### config.mk
export PLATFORM = sky130hd
export DESIGN_NAME = mem_port_arbiter
export DESIGN_NICKNAME = d
export VERILOG_FILES = /design/src/rtl/mem_port_arbiter.sv
export SDC_FILE = /design/constraint.sdc
export NUM_CORES = 1
export LEC_CHECK = 0
export ABC_AREA = 1
export CORE_ASPECT_RATIO = 0.8
export CORE_UTILIZATION = 41
export DETAILED_ROUTE_END_ITERATION = 6
export GPL_ROUTABILITY_DRIVEN = 1
export PLACE_DENSITY = 0.79
export SETUP_SLACK_MARGIN = 0.1
export SKIP_CTS_REPAIR_TIMING = 1
export SYNTH_ARGS = -nofsm -noshare
export SYNTH_HDL_FRONTEND = slang
export SYNTH_SLANG_ARGS = --single-unit
### constraint.sdc
create_clock -name clk -period 4.7 [get_ports clk]
set_input_delay 0.94 -clock clk [delete_from_list [all_inputs] [get_ports clk]]
set_output_delay 0.94 -clock clk [all_outputs]
set_load 0.02 [all_outputs]
### src/rtl/mem_port_arbiter.sv
// mem_port_arbiter: two-port round-robin arbiter and sequencer for one shared memory.
// Ports:
//   clk, rst                  clock, asynchronous active-high reset
//   req_i, we_i               per-port request and write enable (bit p = port p)
//   addr0_i/addr1_i           per-port address
//   wdata0_i/wdata1_i         per-port write data
//   gnt_o, rvalid_o           one-cycle grant / read-data-valid pulses, one-hot or zero
//   rdata_o                   captured read data, shared by both ports
//   busy_o                    high whenever the sequencer is not idle
//   mem_addr_o, mem_wdata_o   memory address and write data, held for the whole transfer
//   mem_we_o                  memory write strobe
//   mem_rdata_i               memory read data, valid RD_LAT cycles after the address cycle
module mem_port_arbiter #(
    parameter int WIDTH  = 32,
    parameter int ADDR_W = 32,
    parameter int RD_LAT = 1
) (
    input  logic              clk,
    input  logic              rst,
    input  logic [1:0]        req_i,
    input  logic [1:0]        we_i,
    input  logic [ADDR_W-1:0] addr0_i,
    input  logic [ADDR_W-1:0] addr1_i,
    input  logic [WIDTH-1:0]  wdata0_i,
    input  logic [WIDTH-1:0]  wdata1_i,
    output logic [1:0]        gnt_o,
    output logic [1:0]        rvalid_o,
    output logic [WIDTH-1:0]  rdata_o,
    output logic              busy_o,
    output logic [ADDR_W-1:0] mem_addr_o,
    output logic [WIDTH-1:0]  mem_wdata_o,
    output logic              mem_we_o,
    input  logic [WIDTH-1:0]  mem_rdata_i
);
    typedef enum logic [1:0] {IDLE, ISSUE, WAIT, RESP} state_t;

    state_t     state, state_n;
    logic       last, win, we_q;
    logic [3:0] cnt;
    logic       arb, pick;

    assign arb  = (state == IDLE) || (state == RESP);
    // On a tie the port that was not granted last wins.
    assign pick = (req_i == 2'b11) ? ~last : req_i[1];

    always_comb begin
        state_n = state;
        state_n = arb              ? (|req_i ? ISSUE : IDLE) :
                  (state == ISSUE) ? (we_q ? IDLE : WAIT) :
                  (cnt == 4'd1)    ? RESP : WAIT;
    end

    always_ff @(posedge clk or posedge rst) begin
        if (rst) begin
            state       <= IDLE;
            last        <= 1'b1;
            win         <= 1'b0;
            we_q        <= 1'b0;
            cnt         <= 4'd0;
            mem_addr_o  <= '0;
            mem_wdata_o <= '0;
            rdata_o     <= '0;
        end else begin
            state <= state_n;
            if (arb && |req_i) begin
                win         <= pick;
                last        <= pick;
                we_q        <= pick ? we_i[1] : we_i[0];
                mem_addr_o  <= pick ? addr1_i : addr0_i;
                mem_wdata_o <= pick ? wdata1_i : wdata0_i;
            end
            if (state == ISSUE && !we_q)
                cnt <= 4'(RD_LAT);
            else if (state == WAIT)
                cnt <= cnt - 4'd1;
            if (state == WAIT && cnt == 4'd1)
                rdata_o <= mem_rdata_i;
        end
    end

    // All handshake outputs decode from registered state only.
    assign gnt_o    = (state == ISSUE) ? (win ? 2'b10 : 2'b01) : 2'b00;
    assign rvalid_o = (state == RESP)  ? (win ? 2'b10 : 2'b01) : 2'b00;
    assign mem_we_o = (state == ISSUE) && we_q;
    assign busy_o   = (state != IDLE);
endmodule

==> impl_metrics.toml <==
[placed_design]
hpwlAfterDp_um = 11200
dp.cells = 1162
place.gp.congestion = 0.797
numPortBuffers = 267
pre_cts_ws_ns = 1.82

[worst_setup_path]
cp_data_required_time_ns = 3.76
worst_path_max_delay_cell = "clkdlybuf4s50_1"
start_kind = "register"
critPathMaxStageDelay_ns = 0.64
cp.depth = 5
critPathMaxFanout = 4
rrSetupSlack_ns = 2.50
r2r_cells = 4
end_kind = "primary output"
path_cells = "inv_1 > ha_1 > inv_1 > nor2_1 > clkdlybuf4s50_1"
cp_top_family = "buffers and inverters"
cp_data_arrival_time_ns = 1.86
r2r_end = "rdata_o[31]"
crit_buf_inv = 3
regToRegStartpoint = "state[0]"
crit_end = "gnt_o[0]"
critPathLaunch = "state[1]"
cp_common_cell = "inv_1"
crit_type = "reg -> out"

[power_and_ir_drop]
powerDensity_mw_per_mm2 = 641
leakage_uw = 0.00452
pwr-share-seq_pct = 30.7
p_clk_share_pct = 14.2
power.switching_uw = 2330
p_comb_share_pct = 55.1
swShare_pct = 43.0
p_int_uw = 3080
ir_drop_uv = 394

[die]
core-area_mm2 = 0.0128
die_w_um = 130
pin_count = 268
die_area_mm2 = 0.0136
num_rows = 37
initial_core_util_pct = 42.0
dieHeight_um = 105

[cells_and_area]
area_growth_pct = 56.7
post-route-util_pct = 65.8
stdcell_count = 1178
layout_commonest_cell = "clkdlybuf4s50_1"
nNetsFinal = 1170
diodes = 0
final_cell_mix = "clkdlybuf4s50_1 (266), nand2_1 (240), inv_1 (175)"
fill_cells = 1136
drive_gt1_share_pct = 2.99

[route]
vias_per_cell = 4.56
drt_wl_total_um = 15900
num_vias = 5375
final_antenna_net_count = 0
wl_per_cell_um = 13.5
first_iter_violations = 258
drc = 0
dr.pass1.iters = 4

[grt]
grt_antenna_before_repair = 0
first_global_vias = 5089
grt_overflow_total = 0
track_usage_pct = 23.7
grt_pass1_wl_um = 25000
grt_max_degree = 67

[clock_network]
cts_max_level = 3
cts_tree = "built"
clk_pin_slew_worst_paths_ns = 0.07
clockBufferDepth = 2
clk_latency_ns = 0.34
numCtsBuffers = 9
cts_sinks = 105
root_buffer = "clkbuf_16"

[synthesis]
synth_area_leaders = "dfrtp_1 (48%), nand2_1 (17%), nand3_1 (12%)"
syn_avg_cell_area_um2 = 7.14
yosysWarnings = 0
yosysTopAreaCellShare_pct = 48.3
synth_seq_cells = 105
syn_inst = 754
syn_area_mm2 = 0.00539
ys_types = 16
yosysTopAreaCell = "dfrtp_1"
seq_area_frac_synth_pct = 48.8
synth_nets = 926

[timing]
timing.hold.ws_ns = 0.482
period_needed_ns = 2.80
maxSlewHeadroom_pct = 34.5
fin_worst_skew_ns = 0.00811
slew_viol_final = 0
finalSetupViolCount = 0
fmax_ghz = 0.358
worst_slack_ns = 1.90
hold_viol = 0
rsz0062_at_grt = "no"
worst_pin_slew_ns = 0.981
finalSetupTns_ns = 0
period_share_pct = 59.5

[status]
status = "finished, final reports clean"

[job]
maxCapViolations = 0

[hold_path]
min_from = "last"
hold_path_class = "reg -> reg"
==> layer usage <==
metal | wire length (um) | vias up | track usage, %
li1 | - | 2718 | -
met3 | 1580 | 18 | 8.08
met4 | 302 | 0 | 7.72
met2 | 7410 | 219 | 39.1
met1 | 6630 | 2420 | 28.9
met5 | 0 | - | 0
==> worst reg2reg max path, cell delays in order (launching register included) <==
cell,delay [ns]
dfrtp_1,0.40
inv_1,0.09
ha_1,0.29
nand3_2,0.78
o21ai_0,0.52
==> synthesized netlist by cell type (all sizes together) <==
library cell	number
a21oi	3
buf	26
clkbuf	15
dfrtp	104
dfstp	1
ha	6
inv	177
nand2	242
nand3	135
nor2	12
o21ai	33
==> through the flow <==
| stage | total power (uW) | cell area (um^2) |
|---|---|---|
| 6_report | 5410 | 8440 |
| 5_1_grt | 5810 | 8440 |
| 4_1_cts | 5470 | 8440 |
| 3_5_place_dp | 4680 | 8140 |
| 3_3_place_gp | 4600 | 8140 |
| 2_1_floorplan | 3320 | 5390 |
==> layout make-up <==
| class | instances | area, um^2 | share of cell area (%) |
|---|---|---|---|
| sequential | 105 | 2630 | 31.2 |
| clock inverter | 6 | 72.6 | 0.860 |
| tap | 175 | 219 | 2.59 |
| timing repair buffer | 274 | 2720 | 32.2 |
| clock buffer | 10 | 229 | 2.71 |
| inverter | 177 | 667 | 7.90 |
| multi-input combinational | 431 | 1900 | 22.5 |
==> how the worst min path moves through the flow <==
stage                            to  slack (ns)  cells after the start
floorplan                      last        0.44                      2
global placement    mem_wdata_o[15]        0.46                      2
detailed placement   mem_wdata_o[2]        0.46                      2
CTS                   mem_addr_o[0]        0.48                      2
global route          mem_addr_o[0]        0.51                      2
finish                         last        0.48                      2
==> sequential cells by signal, summed over array words and instances, names as in the netlist <==
| register | cells |
|---|---|
| rdata_o | 32 |
| we_q | 1 |
| mem_wdata_o | 32 |
| win | 1 |
| last | 1 |
| cnt | 4 |
| mem_addr_o | 32 |
| state | 2 |
==> power groups by stage <==
stage	Clock [uW]	Sequential, uW	Combinational, uW
floorplan	0	2150	1170
global placement	0	1650	2950
detailed placement	0	1660	3020
CTS	791	1660	3020
global route	825	1710	3270
finish	768	1660	2980
==> cells by family (layout without fill, tap and decap cells) <==
| kind of cell | after synthesis | in the layout | share of synthesized area (%) |
|---|---|---|---|
| AND/OR/NAND/NOR | 389 | 389 | 30.4 |
| buffers and inverters | 218 | 467 | 16.1 |
| flip-flops | 105 | 105 | 48.8 |
| AO/OA/AOI/OAI | 36 | 36 | 3.34 |
| adder cells (fa/ha/maj) | 6 | 6 | 1.39 |
Note: power is estimated with default switching activity, not from simulation.
